--- src/rtl/tdc_pkg.sv ---
// rtl/tdc_pkg.sv - shared types, constants and helpers for the TDC transmit scheduler
//
// Purpose: common definitions imported by tdc_tx_scheduler.
//   CH_ID_W      width of the channel tag prepended to each measurement
//   BUSY_TIMEOUT cycles to wait for the UART to raise busy after tx_start
//   tx_state_t   TX state machine encoding
//   tx_word_t    {ch_id, meas} layout at the default 40-bit measurement width
//   sat_add16    saturating add used by the drop counter
package tdc_pkg;

   localparam int CH_ID_W      = 8;
   localparam int BUSY_TIMEOUT = 4;
   localparam int MEAS_W_DEF   = 40;

   typedef enum logic [1:0] {
      IDLE,
      WAIT_BUSY,
      WAIT_DONE
   } tx_state_t;

   typedef struct packed {
      logic [CH_ID_W-1:0]    ch_id;
      logic [MEAS_W_DEF-1:0] meas;
   } tx_word_t;

   function automatic logic [15:0] sat_add16(input logic [15:0] a, input logic [4:0] b);
      logic [16:0] sum;
      sum = {1'b0, a} + {12'b0, b};
      return sum[16] ? 16'hFFFF : sum[15:0];
   endfunction

endpackage

--- src/rtl/sync_fifo.sv ---
// rtl/sync_fifo.sv - synchronous FIFO with wrap-bit pointers and first-word-fall-through read
//
// Purpose: shared entry queue between the channel arbiter and the TX state machine.
// Ports:
//   clk_200m, rst_n  clock, asynchronous active-low reset (pointers only)
//   push, wdata      write request and data; accepted when not full, or when full with a pop
//   pop, rdata       read request; rdata always shows the oldest entry
//   full, empty      occupancy flags
//   level            current occupancy, 0..DEPTH
module sync_fifo #(
   parameter int WIDTH = 48,
   parameter int DEPTH = 8
) (
   input  logic                     clk_200m,
   input  logic                     rst_n,
   input  logic                     push,
   input  logic [WIDTH-1:0]         wdata,
   input  logic                     pop,
   output logic [WIDTH-1:0]         rdata,
   output logic                     full,
   output logic                     empty,
   output logic [$clog2(DEPTH):0]   level
);

   localparam int AW = $clog2(DEPTH);

   logic [WIDTH-1:0] mem [DEPTH];
   logic [AW:0]      wr_ptr;
   logic [AW:0]      rd_ptr;
   logic             do_push;
   logic             do_pop;

   assign empty   = (wr_ptr == rd_ptr);
   assign full    = (wr_ptr[AW-1:0] == rd_ptr[AW-1:0]) && (wr_ptr[AW] != rd_ptr[AW]);
   assign do_pop  = pop && !empty;
   // At full, a concurrent pop frees the slot being written; at empty the
   // pop is ignored so freshly pushed data is never read in the same cycle.
   assign do_push = push && (!full || do_pop);
   assign level   = wr_ptr - rd_ptr;
   assign rdata   = mem[rd_ptr[AW-1:0]];

   always_ff @(posedge clk_200m or negedge rst_n) begin
      if (!rst_n) begin
         wr_ptr <= '0;
         rd_ptr <= '0;
      end else begin
         if (do_push) wr_ptr <= wr_ptr + 1'b1;
         if (do_pop)  rd_ptr <= rd_ptr + 1'b1;
      end
   end

   always_ff @(posedge clk_200m) begin
      if (do_push) mem[wr_ptr[AW-1:0]] <= wdata;
   end

endmodule

--- src/rtl/tdc_tx_scheduler.sv ---
// rtl/tdc_tx_scheduler.sv - multi-channel TDC measurement holder, arbiter and rate-limited UART feeder
//
// Purpose: holds the latest measurement per channel, moves them round-robin into a
// shared FIFO and hands tagged words to uart_tx under an optional rate limit.
// Ports:
//   clk_200m, rst_n  200 MHz clock, asynchronous active-low reset
//   meas, meas_valid per-channel measurements (channel i at [i*MEAS_W +: MEAS_W]) and strobes
//   queue_mode       0 = latest-only (single outstanding entry), 1 = FIFO queue
//   rate_en          1 = enforce CLKS_PER_TX cycles between tx_start pulses
//   tx_data          {ch_id, measurement}, held from tx_start to the next tx_start
//   tx_start         one-cycle start pulse to the UART
//   tx_busy          UART busy
//   drop_count       saturating count of discarded measurements
//   fifo_level       shared FIFO occupancy
module tdc_tx_scheduler
   import tdc_pkg::*;
#(
   parameter int NUM_CH      = 4,
   parameter int MEAS_W      = 40,
   parameter int FIFO_DEPTH  = 8,
   parameter int CLKS_PER_TX = 10_000_000,
   parameter int RATE_W      = 24
) (
   input  logic                            clk_200m,
   input  logic                            rst_n,
   input  logic [NUM_CH*MEAS_W-1:0]        meas,
   input  logic [NUM_CH-1:0]               meas_valid,
   input  logic                            queue_mode,
   input  logic                            rate_en,
   output logic [CH_ID_W+MEAS_W-1:0]       tx_data,
   output logic                            tx_start,
   input  logic                            tx_busy,
   output logic [15:0]                     drop_count,
   output logic [$clog2(FIFO_DEPTH):0]     fifo_level
);

   localparam int PTR_W  = (NUM_CH > 1) ? $clog2(NUM_CH) : 1;
   localparam int WORD_W = CH_ID_W + MEAS_W;
   localparam int INC_W  = $clog2(NUM_CH + 2);
   localparam int BW_W   = $clog2(BUSY_TIMEOUT) + 1;

   logic [MEAS_W-1:0] hold [NUM_CH];
   logic [NUM_CH-1:0] pend;
   logic [PTR_W-1:0]  rr_ptr;
   logic [RATE_W-1:0] rate_cnt;
   tx_state_t         state;
   logic [BW_W-1:0]   busy_wait;

   logic              fifo_full;
   logic              fifo_empty;
   logic              fifo_push;
   logic              fifo_pop;
   logic [WORD_W-1:0] fifo_wdata;
   logic [WORD_W-1:0] fifo_rdata;

   logic              arb_ok;
   logic              grant_vld;
   logic [PTR_W-1:0]  grant_idx;
   int                arb_idx;
   logic              can_tx;
   logic              timeout_drop;
   logic [INC_W-1:0]  drop_inc;

   // Latest-only mode admits a new entry only when nothing is queued or in flight.
   assign arb_ok = !fifo_full && (queue_mode || (fifo_empty && state == IDLE));

   // Scan offsets from high to low so the pending channel nearest rr_ptr wins.
   always_comb begin
      grant_vld = 1'b0;
      grant_idx = '0;
      arb_idx   = 0;
      for (int k = NUM_CH - 1; k >= 0; k--) begin
         arb_idx = int'(rr_ptr) + k;
         if (arb_idx >= NUM_CH) arb_idx = arb_idx - NUM_CH;
         if (pend[arb_idx]) begin
            grant_vld = 1'b1;
            grant_idx = PTR_W'(arb_idx);
         end
      end
      if (!arb_ok) grant_vld = 1'b0;
   end

   assign fifo_push  = grant_vld;
   assign fifo_wdata = {CH_ID_W'(grant_idx), hold[grant_idx]};

   // A strobe on the channel being granted reloads the register and keeps pend set;
   // the old value has already gone into the FIFO.
   always_ff @(posedge clk_200m or negedge rst_n) begin
      if (!rst_n) begin
         for (int i = 0; i < NUM_CH; i++) hold[i] <= '0;
         pend   <= '0;
         rr_ptr <= '0;
      end else begin
         for (int i = 0; i < NUM_CH; i++) begin
            if (meas_valid[i]) begin
               hold[i] <= meas[i*MEAS_W +: MEAS_W];
               pend[i] <= 1'b1;
            end else if (fifo_push && grant_idx == PTR_W'(i)) begin
               pend[i] <= 1'b0;
            end
         end
         if (fifo_push) rr_ptr <= (int'(grant_idx) == NUM_CH - 1) ? '0 : grant_idx + 1'b1;
      end
   end

   sync_fifo #(
      .WIDTH (WORD_W),
      .DEPTH (FIFO_DEPTH)
   ) u_fifo (
      .clk_200m (clk_200m),
      .rst_n    (rst_n),
      .push     (fifo_push),
      .wdata    (fifo_wdata),
      .pop      (fifo_pop),
      .rdata    (fifo_rdata),
      .full     (fifo_full),
      .empty    (fifo_empty),
      .level    (fifo_level)
   );

   // The counter clears on the same edge that loads tx_start, so spacing is
   // measured from each pulse.
   always_ff @(posedge clk_200m or negedge rst_n) begin
      if (!rst_n) begin
         rate_cnt <= '0;
      end else if (fifo_pop) begin
         rate_cnt <= '0;
      end else if (rate_cnt < RATE_W'(CLKS_PER_TX)) begin
         rate_cnt <= rate_cnt + 1'b1;
      end
   end

   assign can_tx       = !rate_en || (rate_cnt >= RATE_W'(CLKS_PER_TX));
   assign fifo_pop     = (state == IDLE) && !fifo_empty && can_tx && !tx_busy;
   assign timeout_drop = (state == WAIT_BUSY) && !tx_busy && (busy_wait == BW_W'(BUSY_TIMEOUT - 1));

   always_ff @(posedge clk_200m or negedge rst_n) begin
      if (!rst_n) begin
         state     <= IDLE;
         tx_start  <= 1'b0;
         tx_data   <= '0;
         busy_wait <= '0;
      end else begin
         tx_start <= 1'b0;
         case (state)
            IDLE: begin
               if (fifo_pop) begin
                  tx_data   <= fifo_rdata;
                  tx_start  <= 1'b1;
                  busy_wait <= '0;
                  state     <= WAIT_BUSY;
               end
            end
            WAIT_BUSY: begin
               if (tx_busy)           state     <= WAIT_DONE;
               else if (timeout_drop) state     <= IDLE;
               else                   busy_wait <= busy_wait + 1'b1;
            end
            WAIT_DONE: begin
               if (!tx_busy) state <= IDLE;
            end
            default: state <= IDLE;
         endcase
      end
   end

   // Overwrites of still-pending channels plus a UART that never answered.
   always_comb begin
      drop_inc = '0;
      for (int i = 0; i < NUM_CH; i++) begin
         if (meas_valid[i] && pend[i] && !(fifo_push && grant_idx == PTR_W'(i)))
            drop_inc = drop_inc + 1'b1;
      end
      if (timeout_drop) drop_inc = drop_inc + 1'b1;
   end

   always_ff @(posedge clk_200m or negedge rst_n) begin
      if (!rst_n) begin
         drop_count <= '0;
      end else if (drop_inc != '0) begin
         drop_count <= sat_add16(drop_count, 5'(drop_inc));
      end
   end

endmodule

--- config.mk ---
export PLATFORM = sky130hd
export DESIGN_NAME = tdc_tx_scheduler
export DESIGN_NICKNAME = d
export VERILOG_FILES = /design/src/rtl/tdc_pkg.sv /design/src/rtl/sync_fifo.sv /design/src/rtl/tdc_tx_scheduler.sv
export SDC_FILE = /design/constraint.sdc
export NUM_CORES = 1
export LEC_CHECK = 0
export BUFFER_PORTS_ARGS = -buffer_cell sky130_fd_sc_hd__clkbuf_2
export CAP_MARGIN = 15
export CORE_ASPECT_RATIO = 1.2
export CORE_MARGIN = 5
export CORE_UTILIZATION = 42
export DETAILED_ROUTE_END_ITERATION = 8
export PLACE_DENSITY_LB_ADDON = 0.08
export SLEW_MARGIN = 20
export SYNTH_ARGS = -nofsm -noshare
export SYNTH_HDL_FRONTEND = slang
export SYNTH_SLANG_ARGS = --single-unit
--- constraint.sdc ---
create_clock -name clk_200m -period 8.3 [get_ports clk_200m]
set_input_delay 0.415 -clock clk_200m [delete_from_list [all_inputs] [get_ports clk_200m]]
set_output_delay 0.415 -clock clk_200m [all_outputs]
set_load 0.03 [all_outputs]
Yosys cells after proc, flatten, opt, wreduce, memory -nomap -nowiden
Memory sizes are Yosys's and may differ from the RTL's. A register that Yosys moved wholly into a read port is not among the register bits.
Index checks and enable logic that the tools add are counted.

word-level totals
  memories = 1
  logic and storage cells = 167
  bits of input ports = 169
  flip-flop bits (word level) = 268
  bits in writable memories = 336

memory list
  memory      words  bits a word  rd ports  clocked after Yosys merged registers in  write ports  RTL line         RTL
  u_fifo.mem  8      42           1         1                                        1            sync_fifo.sv:27  logic [WIDTH-1:0] mem [DEPTH];

cells by class
  equality and inequality tests = 15
  multiplexer cells = 58
  reduce and logical (&&, ||, !) cells = 46
  magnitude comparators = 11
  add/sub/neg operators = 18
  bitwise operators = 1

operators by type and width
  operator                                                     count
  less-than comparator 32 x 4 -> 1 bit, second input constant  4
  2-to-1 mux 32 bit                                            4
  binary-select mux 40 bit (select 2 bit)                      1
  2-to-1 mux 40 bit                                            2
  2-to-1 mux 24 bit                                            2
  2-to-1 mux 1 bit                                             26
  adder 24 x 1 -> 24 bit, second input constant                1
  >= comparator 24 bit, second input constant                  1
  less-than comparator 24 bit, second input constant           1
  logical AND 1 bit                                            22
  2-to-1 mux 3 bit                                             7
  2-to-1 mux 2 bit                                             9
  adder 16 x 3 -> 17 bit                                       1
  2-to-1 mux 16 bit                                            1
  adder 3 x 1 -> 3 bit, second input constant                  5
  >= comparator 3 bit, second input constant                   4
  nonzero test 2 bit                                           6
  subtractor 3 x 3 -> 4 bit, second input constant             3
  logical NOT 1 bit                                            9
  adder 4 x 1 -> 4 bit, second input constant                  2
  binary-select mux 1 bit (select 2 bit)                       4
  adder 2 x 2 -> 3 bit, second input constant                  2
  == test 2 x 1 -> 1 bit, second input constant                3
  == test 2 bit, second input constant                         3
  other kinds (21)                                             26

Longest topological paths before layout
Gate-level depths: netlist (run 1).

  word-level depth = 25
  depth in mapped cells = 29
  gate-level depth less buffers = 25

Hierarchy
Synthesis (run 1) repeated with hierarchy kept, for this count alone.

unflattened totals
  cells, all modules = 1677
  area, all modules = 27037.2 sq um

by module, submodules not included
  module            area an instance (sq um)  instances  cells an instance  sequential area each (sq um)
  sync_fifo         14984.4                   1          718                11731.3
  tdc_tx_scheduler  12052.8                   1          959                6506.2

Worst setup path before layout (run 1)
No wires, ideal clock.

  kind = register -> register
  from = register u_fifo.rd_ptr[1]
  to = memory u_fifo.mem[0][0] (netlist bit), enable pin
  required time = 7.738 ns
  arrival time = 7.009 ns
  path slack = 0.729 ns
  stages on the path, launching flop included = 12
  path buffers = 5
  clock period less this slack = 7.571 ns
  cell sequence = dfrtp_1 > clkbuf_1 > clkbuf_1 > buf_1 > inv_1 > ha_1 > and3_4 > buf_6 > nor2b_4 > a311oi_1 > clkbuf_1 > nor4b_1

on the way
  word-level cells in the longest chain between the ends = 10
  elaborated cells on any way between the ends = 17

RTL lines
  what                                      RTL line                                  RTL
  start, declared                           sync_fifo.sv:29                           logic [AW:0] rd_ptr;
  start signal, assigned                    sync_fifo.sv:48                           if (do_pop) rd_ptr <= rd_ptr + 1'b1;
  == test 4 bit                             sync_fifo.sv:33                           assign empty = (wr_ptr == rd_ptr);
  logical NOT 1 bit                         sync_fifo.sv:35, tdc_tx_scheduler.sv:134
  logical AND 1 bit (3 in a row)            tdc_tx_scheduler.sv:134                   assign fifo_pop = (state == IDLE) && !fifo_empty && can_tx && !tx_busy;
  logical AND 1 bit                         sync_fifo.sv:35                           assign do_pop = pop && !empty;
  logical OR 1 bit                          sync_fifo.sv:38                           assign do_push = push && (!full || do_pop);
  logical AND 1 bit *                       sync_fifo.sv:38
  2-to-1 mux 1 bit *                        sync_fifo.sv:53                           if (do_push) mem[wr_ptr[AW-1:0]] <= wdata;
  2-to-1 mux 1 bit (implied by the code) *  sync_fifo.sv:53
  end, declared                             sync_fifo.sv:27

Mark *: on every way between the ends. The rest lies on a longest branch, timed or not.

Final worst setup path (run 1)
  from = register rr_ptr[1]
  to = register drop_count[15]

on the way
  word-level cells in the longest chain between the ends = 25
  elaborated cells on any way between the ends = 64

RTL lines
  what                                                               RTL line                                         RTL
  start, declared                                                    tdc_tx_scheduler.sv:44                           logic [PTR_W-1:0] rr_ptr;
  start signal, assigned                                             tdc_tx_scheduler.sv:102                          if (fifo_push) rr_ptr <= (int'(grant_idx) == NUM_CH - 1) ? '0 : grant_idx + 1'b1;
  adder 2 x 2 -> 3 bit                                               tdc_tx_scheduler.sv:73                           arb_idx = int'(rr_ptr) + k;
  subtractor 3 x 3 -> 4 bit or >= comparator 3 bit (tied branches)   tdc_tx_scheduler.sv:74                           if (arb_idx >= NUM_CH) arb_idx = arb_idx - NUM_CH;
  2-to-1 mux 32 bit                                                  tdc_tx_scheduler.sv:74
  binary-select mux 1 bit (select 2 bit)                             tdc_tx_scheduler.sv:75                           if (pend[arb_idx]) begin
  2-to-1 mux 1 bit (implied by the code) (2 in a row)                tdc_tx_scheduler.sv:75
  2-to-1 mux 1 bit or 2-to-1 mux 2 bit (tied branches) (4 in a row)  tdc_tx_scheduler.sv:75
  2-to-1 mux 1 bit or logical NOT 2 bit (tied branches)              tdc_tx_scheduler.sv:80, tdc_tx_scheduler.sv:171
  logical AND 1 bit                                                  tdc_tx_scheduler.sv:171                          if (meas_valid[i] && pend[i] && !(fifo_push && grant_idx == PTR_W'(i)))
  [... 5 more ...]                                                   -
  adder 3 x 1 -> 3 bit                                               tdc_tx_scheduler.sv:172                          drop_inc = drop_inc + 1'b1;
  2-to-1 mux 3 bit                                                   tdc_tx_scheduler.sv:171
  adder 3 x 1 -> 3 bit                                               tdc_tx_scheduler.sv:172
  2-to-1 mux 3 bit *                                                 tdc_tx_scheduler.sv:171
  adder 3 x 1 -> 3 bit                                               tdc_tx_scheduler.sv:174                          if (timeout_drop) drop_inc = drop_inc + 1'b1;
  2-to-1 mux 3 bit *                                                 tdc_tx_scheduler.sv:174
  adder 16 x 3 -> 17 bit                                             tdc_pkg.sv:28                                    sum = {1'b0, a} + {12'b0, b};
  2-to-1 mux 16 bit                                                  tdc_pkg.sv:29                                    return sum[16] ? 16'hFFFF : sum[15:0];
  end signal, assigned                                               tdc_tx_scheduler.sv:181                          drop_count <= sat_add16(drop_count, 5'(drop_inc));
  end, declared                                                      tdc_tx_scheduler.sv:33                           output logic [15:0] drop_count,

Mark *: on every way between the ends. The rest lies on a longest branch, timed or not. The select of a mux whose other input is x is not followed.
A chain may end at the register's enable or synchronous reset.

==> results.toml, run 1 <==
[sta]
max_freq_mhz = 170
fin_skew_ns = 0.0291
period_needed_ns = 5.88
setup_viol = 0
tns_ns = 0
slew_violations = 0
rsz0062_at_grt = "false"
worst_hold_slack_ns = 0.0392
period_share_pct = 70.9
worst_pin_slew_ns = 1.20
final-hold-violation-count = 0
slew_headroom_pct = 19.9

[yosys]
ys_ff_latch = 598
syn_area_per_cell_sq_um = 15.2
synth_top_cell_by_area = "edfxtp_1"
synth_commonest_cells = "edfxtp_1, dfrtp_1, nand2_1"
synth-async-reset-ratio_pct = 43.8
yosysSeqAreaShare_pct = 67.2
synth_edf_count = 336
synth_ff_type = "edfxtp_1"
syn_area_sq_um = 24800
ys_warn_count = 0
yosysMostFrequentCell = "edfxtp_1"
ys_top_cells_by_area = "edfxtp_1, dfrtp_1, mux2_2"
synth_top_area_share_pct = 40.7
syn-instance-count = 1631
yosysUniqueCellTypes = 67

[run_status]
status = "finished, final reports clean"

[critical_path]
crit_path_end_kind = "flop"
arrival_ns = 6.39
slowest_stage = "buf_4"
rr_startpoint = "rr_ptr[1]"
slowest_delay_ns = 0.70
r2r_slack_ns = 2.42
crit_start = "rr_ptr[1]"
cp-start-kind = "flop"
cp.required_ns = 8.81
r2r_end = "drop_count[15]"
worstSetupPathType = "flop to flop"
crit_path_max_fanout = 82
r2r_cells = 23
crit_chain = "a21oi_1 -> nor2_1 -> nor2_1 -> o22ai_4 -> buf_4 -> a31oi_1 -> nand2_1 -> inv_1 -> ha_1 -> xnor2_1 -> xnor2_1 -> ha_1 -> a22o_1 -> nor2_2 -> inv_1 -> ha_1 -> a21o_1 -> a21oi_1 -> nor2_1 -> and2_1 -> nand2_1 -> a21oi_2 -> mux2_4"

[floorplan]
die_w_microns = 232
initial_core_util_pct = 42.4
io_pins = 238
rows = 97
fp.coreArea_sq_um = 58400
die_height_microns = 276
dieArea_sq_um = 63900

[global_route]
antenna_found_initial = 3
grt_usage_pct = 19.4
grt_pass1_wl_microns = 94900
gr-total-overflow = 0
first_global_vias = 15500
grt_max_degree = 83

[cells_and_area]
syn_to_final_growth_pct = 20.0
drive_gt1_share_pct = 32.7
seqCellArea_sq_um = 16700
nNetsFinal = 2128
fillers = 4951
multi_input_area_sq_um = 7670

[routing]
ant_nets = 0
wl_per_cell_microns = 22.3
vias = 14700
drtIter0Drc = 881
vias_per_cell = 5.29
first_pass_iters = 5
drt_wl_total_microns = 62000
drc_errors = 0

[cts]
cts_inserted_buffers = 60
clock_latency_ns = 0.63
htreeDepth = 2
cts.sinks = 598
cts_setup_buffers = 0
cts-root-buf = "clkbuf_16"
cts.clk_slew.worst_paths_ns = 0.06
cts_tree = "built"
ctsLongestPathBuffers = 3

[worst_hold_path]
min_path_cells = 2
hold_path_class = "input pin to flop"
hold_path_end = "hold[55]"
min-delay-start = "meas[95]"

[placed_design]
routabilityCongestion = 0.802
place_hpwl_microns = 38300
portBuffers = 231

[job]
drv_cap = 0

[power]
vdd_drop_max_uv = 260
power_mw = 12.2
p_leak_nw = 11.5
p_per_area_nw_per_um2 = 410
## stage by stage
stage | setup slack, ns | utilization, % | cell area (sq um) | cells
floorplan | 0.729 | - | 24800 | 1636
global placement | 2.50 | 46.0 | 26900 | 2592
detailed placement | 2.40 | 46.0 | 26900 | 2592
CTS | 2.39 | 50.9 | 29700 | 2782
global route | 1.84 | 50.9 | 29700 | 2782
finish | 2.42 | 50.9 | 29700 | 2784
## placed cells by master (no fill, tap or decap), types with 4 or more instances in the layout
master | synthesis | layout
edfxtp_1 | 336 | 336
buf_4 | 6 | 36
o21ai_0 | 4 | 4
clkinvlp_2 | 0 | 6
conb_1 | 1 | 6
nand2_1 | 194 | 194
xor2_1 | 17 | 17
clkinv_2 | 0 | 9
xnor2_1 | 17 | 17
a21oi_1 | 18 | 18
nor3_2 | 0 | 6
mux4_2 | 84 | 84
o22a_1 | 5 | 5
nand3_1 | 19 | 19
a211oi_1 | 43 | 42
mux2i_1 | 4 | 4
dfrtp_1 | 262 | 260
and2_1 | 45 | 45
bufinv_16 | 0 | 10
nor3_1 | 11 | 5
clkbuf_16 | 0 | 61
and3_1 | 16 | 16
clkinvlp_4 | 0 | 6
nor2_1 | 85 | 85
dlygate4sd3_1 | 0 | 77
clkbuf_1 | 73 | 7
ha_1 | 18 | 18
mux2_2 | 168 | 168
nand4_1 | 7 | 7
clkbuf_2 | 0 | 230
a21oi_2 | 4 | 4
clkinv_1 | 1 | 9
a31oi_1 | 84 | 84
nand2b_1 | 6 | 6
inv_1 | 25 | 25
## worst max-delay path by stage
stage                             to  cells past startpoint
detailed placement    drop_count[15]                     23
global placement      drop_count[15]                     23
floorplan           u_fifo.mem[0][0]                     11
finish                drop_count[15]                     23
global route          drop_count[15]                     24
CTS                   drop_count[15]                     23
## final cells by class
| class | count | area share (%) |
|---|---|---|
| tap | 792 | 3.34 |
| clock inverter | 43 | 1.63 |
| multi-input combinational | 907 | 25.8 |
| antenna | 2 | 0.0168 |
| inverter | 27 | 0.341 |
| clock buffer | 70 | 5.32 |
| timing repair buffer | 345 | 7.47 |
| sequential | 598 | 56.1 |
## report_power, final
| group | internal [mW] | switching (mW) | leakage (nW) | total [mW] |
|---|---|---|---|---|
| registers | 4.58 | 0.330 | 6.16 | 4.91 |
| clock network | 1.67 | 1.16 | 0.983 | 2.84 |
| logic | 1.44 | 2.99 | 4.31 | 4.43 |
## sequential cells by signal, summed over array words and instances, names as in the netlist
register,flops
pend,4
u_fifo.wr_ptr,4
hold,160
u_fifo.mem,336
rate_cnt,24
tx_start,1
busy_wait,3
state,2
drop_count,16
u_fifo.rd_ptr,4
tx_data,42
rr_ptr,2
## layer usage
layer	wire (microns)	GRT usage (%)	vias up	part of all wire (%)
li1	-	-	6696	-
met1	27200	27.0	7608	44
met2	30200	31.9	332	49
met3	3260	3.59	87	5.3
met4	1270	4.56	6	2.0
met5	41	0	-	0.066
## worst max-delay path: cells and delay by family (launching register included)
kind / cells / cell delay, ns
XOR/XNOR: 2 / 0.48
AO/OA/AOI/OAI: 7 / 1.30
multiplexers: 1 / 0.32
AND/OR/NAND/NOR: 7 / 1.30
adder cells (fa/ha/maj): 3 / 0.91
flip-flops: 1 / 0.56
buffers and inverters: 3 / 0.88
## repair_timing
action                                 CTS  global route
endpoints found under the hold margin  140             0
resized for setup                        0             0
hold buffers                            77             0
## kinds of logic (layout without fill, tap and decap cells)
| logic type | Yosys count | after routing | share of synthesized area [%] |
|---|---|---|---|
| DFF | 598 | 598 | 67.2 |
| xor gates and xnor gates | 36 | 36 | 1.36 |
| and+or+nand+nor | 400 | 400 | 7.24 |
| AOI/OAI and AO/OA | 185 | 185 | 5.22 |
| muxes | 260 | 260 | 15.7 |
| buffers and inverters | 131 | 485 | 2.22 |
| other | 1 | 8 | 0.0151 |
| adders and majority gates | 20 | 20 | 1.07 |
(Power assumes the default switching activity.)
==> run 2: changes to the inputs <==
--- a/config.mk
+++ b/config.mk
@@ -5,6 +5,7 @@
 export SDC_FILE = /design/constraint.sdc
 export NUM_CORES = 1
 export LEC_CHECK = 0
+export ABC_AREA = 1
 export BUFFER_PORTS_ARGS = -buffer_cell sky130_fd_sc_hd__clkbuf_2
 export CAP_MARGIN = 15
 export CORE_ASPECT_RATIO = 1.2
==> constraint.sdc (replaced) <==
create_clock -name clk_200m -period 4.95 [get_ports clk_200m]
set_input_delay 0.2475 -clock clk_200m [delete_from_list [all_inputs] [get_ports clk_200m]]
set_output_delay 0.2475 -clock clk_200m [all_outputs]
set_load 0.03 [all_outputs]
==> run 2 against run 1 <==
  * Routed wire length increased by 13%
  * Register-to-register slack worse by 2.4 ns
  * Clock-buffer cell count increased by 23
  * Global-route usage grew 1.8 points
  * Core utilization grew 1.8 points
  * Final area up 6.0%
  * First-iteration DRC count increased by 40%
  * Hold slack better by 0.14 ns
  * Via count increased by 31%
  * Final cell count up 34%
  * Area after synthesis rose by 2.4%
  * Flip-flop and latch count unchanged
  * Critical path type unchanged
  * Largest power group is now combinational logic
  * Highest routed layer is now met4
==> results.toml, run 2 <==
[run_status]
status = "finished, final reports clean"

[placed_design]
routabilityCongestion = 0.823
place_hpwl_microns = 41700
place_area_sq_um = 27400
portBuffers = 231

[critical_path]
path_delay_family = "simple AND/OR/NAND/NOR gates"
slowest_stage = "dfrtp_2"
crit_path_max_fanout = 4
cpMostUsedCell = "nand2_2"
worstSetupPathType = "flop to flop"
arrival_ns = 5.39
crit_buf_inv = 9
crit_path_end_kind = "flop"
slowest_delay_ns = 0.44
cp-start-kind = "flop"
cp.required_ns = 5.43

[global_route]
grt_usage_pct = 21.2
antenna_found_initial = 1
grt_pass1_wl_microns = 109000
grt_max_degree = 172
gr-total-overflow = 0
first_global_vias = 19200

[sta]
fin_skew_ns = 0.0184
worst_pin_slew_ns = 1.07
max_freq_mhz = 204
final-hold-violation-count = 0
slew_violations = 0
rsz0062_at_grt = "true"
slew_headroom_pct = 29.0
worst_hold_slack_ns = 0.184
period_share_pct = 99.2
setup_viol = 0
period_needed_ns = 4.91

[cts]
cts.clk_slew.worst_paths_ns = 0.06
clock_latency_ns = 0.58
cts_tree = "built"
htreeDepth = 3
ctsLongestPathBuffers = 3
cts.sinks = 598
cts-root-buf = "clkbuf_16"
cts_inserted_buffers = 66

[power]
power_mw = 22.4
p_per_area_nw_per_um2 = 712
vdd_drop_max_uv = 699
p_leak_nw = 13.2

[routing]
first_pass_iters = 5
drt_wl_total_microns = 70100
vias = 19200
ant_nets = 0
drc_errors = 0
vias_per_cell = 5.16
wl_per_cell_microns = 18.8
drtIter0Drc = 1233

[yosys]
ys_warn_count = 0
synth-simple-area-share_pct = 16.3
syn_area_per_cell_sq_um = 10.1
synth_top_area_share_pct = 39.8
yosysSeqAreaShare_pct = 65.7
ys_top_cells_by_area = "edfxtp_1, dfrtp_1, nand2_1"
yosysMostFrequentCell = "nand2_1"
synth_top_cell_by_area = "edfxtp_1"
synth_top_family_by_area = "simple AND/OR/NAND/NOR gates"
synthMuxAreaShare_pct = 0
synth_xor_area_share_pct = 0.518
syn-instance-count = 2498
synth_commonest_cells = "nand2_1, o21ai_0, edfxtp_1"
synth_edf_count = 336
syn_area_sq_um = 25300
yosysUniqueCellTypes = 41
synth-async-reset-ratio_pct = 43.8
synth_ff_type = "edfxtp_1"
ys_ff_latch = 598
synth_fa_ha_area_share_pct = 1.05
synth_compound_area_share_pct = 12.0

[floorplan]
fp.coreArea_sq_um = 59700
io_pins = 238
die_height_microns = 279
die_w_microns = 234
rows = 98
dieArea_sq_um = 65400
initial_core_util_pct = 42.4

[cells_and_area]
nNetsFinal = 3061
postLayoutCellArea_sq_um = 31500
layout_commonest_cell = "nand2_1"
final_util_pct = 52.7
largest_register_ffs = 336
syn_to_final_growth_pct = 24.2
most-common-layout-cells = "nand2_1, o21ai_0, edfxtp_1"
drive_gt1_share_pct = 16.6
fillers = 5359

[worst_hold_path]
hold_path_class = "input pin to flop"

[job]
drv_cap = 0
## run 2: logic make-up (layout without fill, tap and decap cells)
logic type	after synthesis	count (layout)
other	1	9
buffers and inverters	285	705
AND/OR/NAND/NOR	1032	1032
flip-flops	598	598
AO/OA/AOI/OAI	547	547
adder cells (fa/ha/maj)	20	20
XOR/XNOR	15	15
## run 2: layer usage
layer / up-vias / track usage (%) / share of wire [%]
met5: - / 0 / 0
met4: 0 / 7.88 / 3.5
met3: 136 / 2.79 / 4.9
met2: 523 / 34.1 / 48
met1: 9306 / 29.5 / 44
li1: 9268 / - / -
## run 2: report_power, final
| part | switching [mW] | internal [mW] |
|---|---|---|
| clock | 1.95 | 2.79 |
| combinational | 6.80 | 2.40 |
| sequential | 0.418 | 8.05 |
| total | 9.17 | 13.2 |
## run 2: final cells by class
type                            instances  area (sq um)  share of cell area [%]
Timing Repair Buffer                  451          3270                    10.4
Timing Repair inverter                  1          5.00                  0.0159
Multi-Input combinational cell       1620          7960                    25.3
Inverter                              134           512                    1.63
Sequential cell                       598         16700                    52.9
Clock inverter                         26           208                   0.660
Clock buffer                           93          1870                    5.93
Tap cell                              800          1000                    3.18
Antenna cell                            3          7.51                  0.0238
## run 2: path summary, 6_finish.rpt
check	start	to	cells after the start	slack (ns)
max	rr_ptr[0]	drop_count[13]	42	0.04
min	queue_mode	u_fifo.wr_ptr[0]	6	0.18
max reg2reg	rr_ptr[0]	drop_count[13]	42	0.04
min reg2reg	hold[136]	hold[136]	2	0.46
max in group asynchronous	rst_n	drop_count[14]	3	3.45
min in group asynchronous	rst_n	tx_data[9]	2	0.23
## run 2: through the flow
stage / worst slack [ns] / TNS [ns] / cells
floorplan: -0.307 / -1.01 / 2503
global placement: 0.0710 / 0 / 3426
detailed placement: -0.129 / -0.129 / 3426
CTS: 0.0136 / 0 / 3709
global route: -0.255 / -0.406 / 3724
finish: 0.0408 / 0 / 3726
## run 2: tightest hold or removal path: stages
cell and delay [ns]:
clkbuf_2 0.09, o22ai_2 0.08, a21oi_2 0.14, inv_2 0.07, nand2_1 0.05, nand2_1 0.04
## run 2: repair_timing
item | CTS | global route
setup endpoints to repair | 3 | 16
hold buffers | 163 | 0
pin swaps | 3 | 38
cloned | 0 | 1
buffers inserted | 1 | 13
endpoints found under the hold margin | 242 | 0
gates resized for setup | 5 | 64
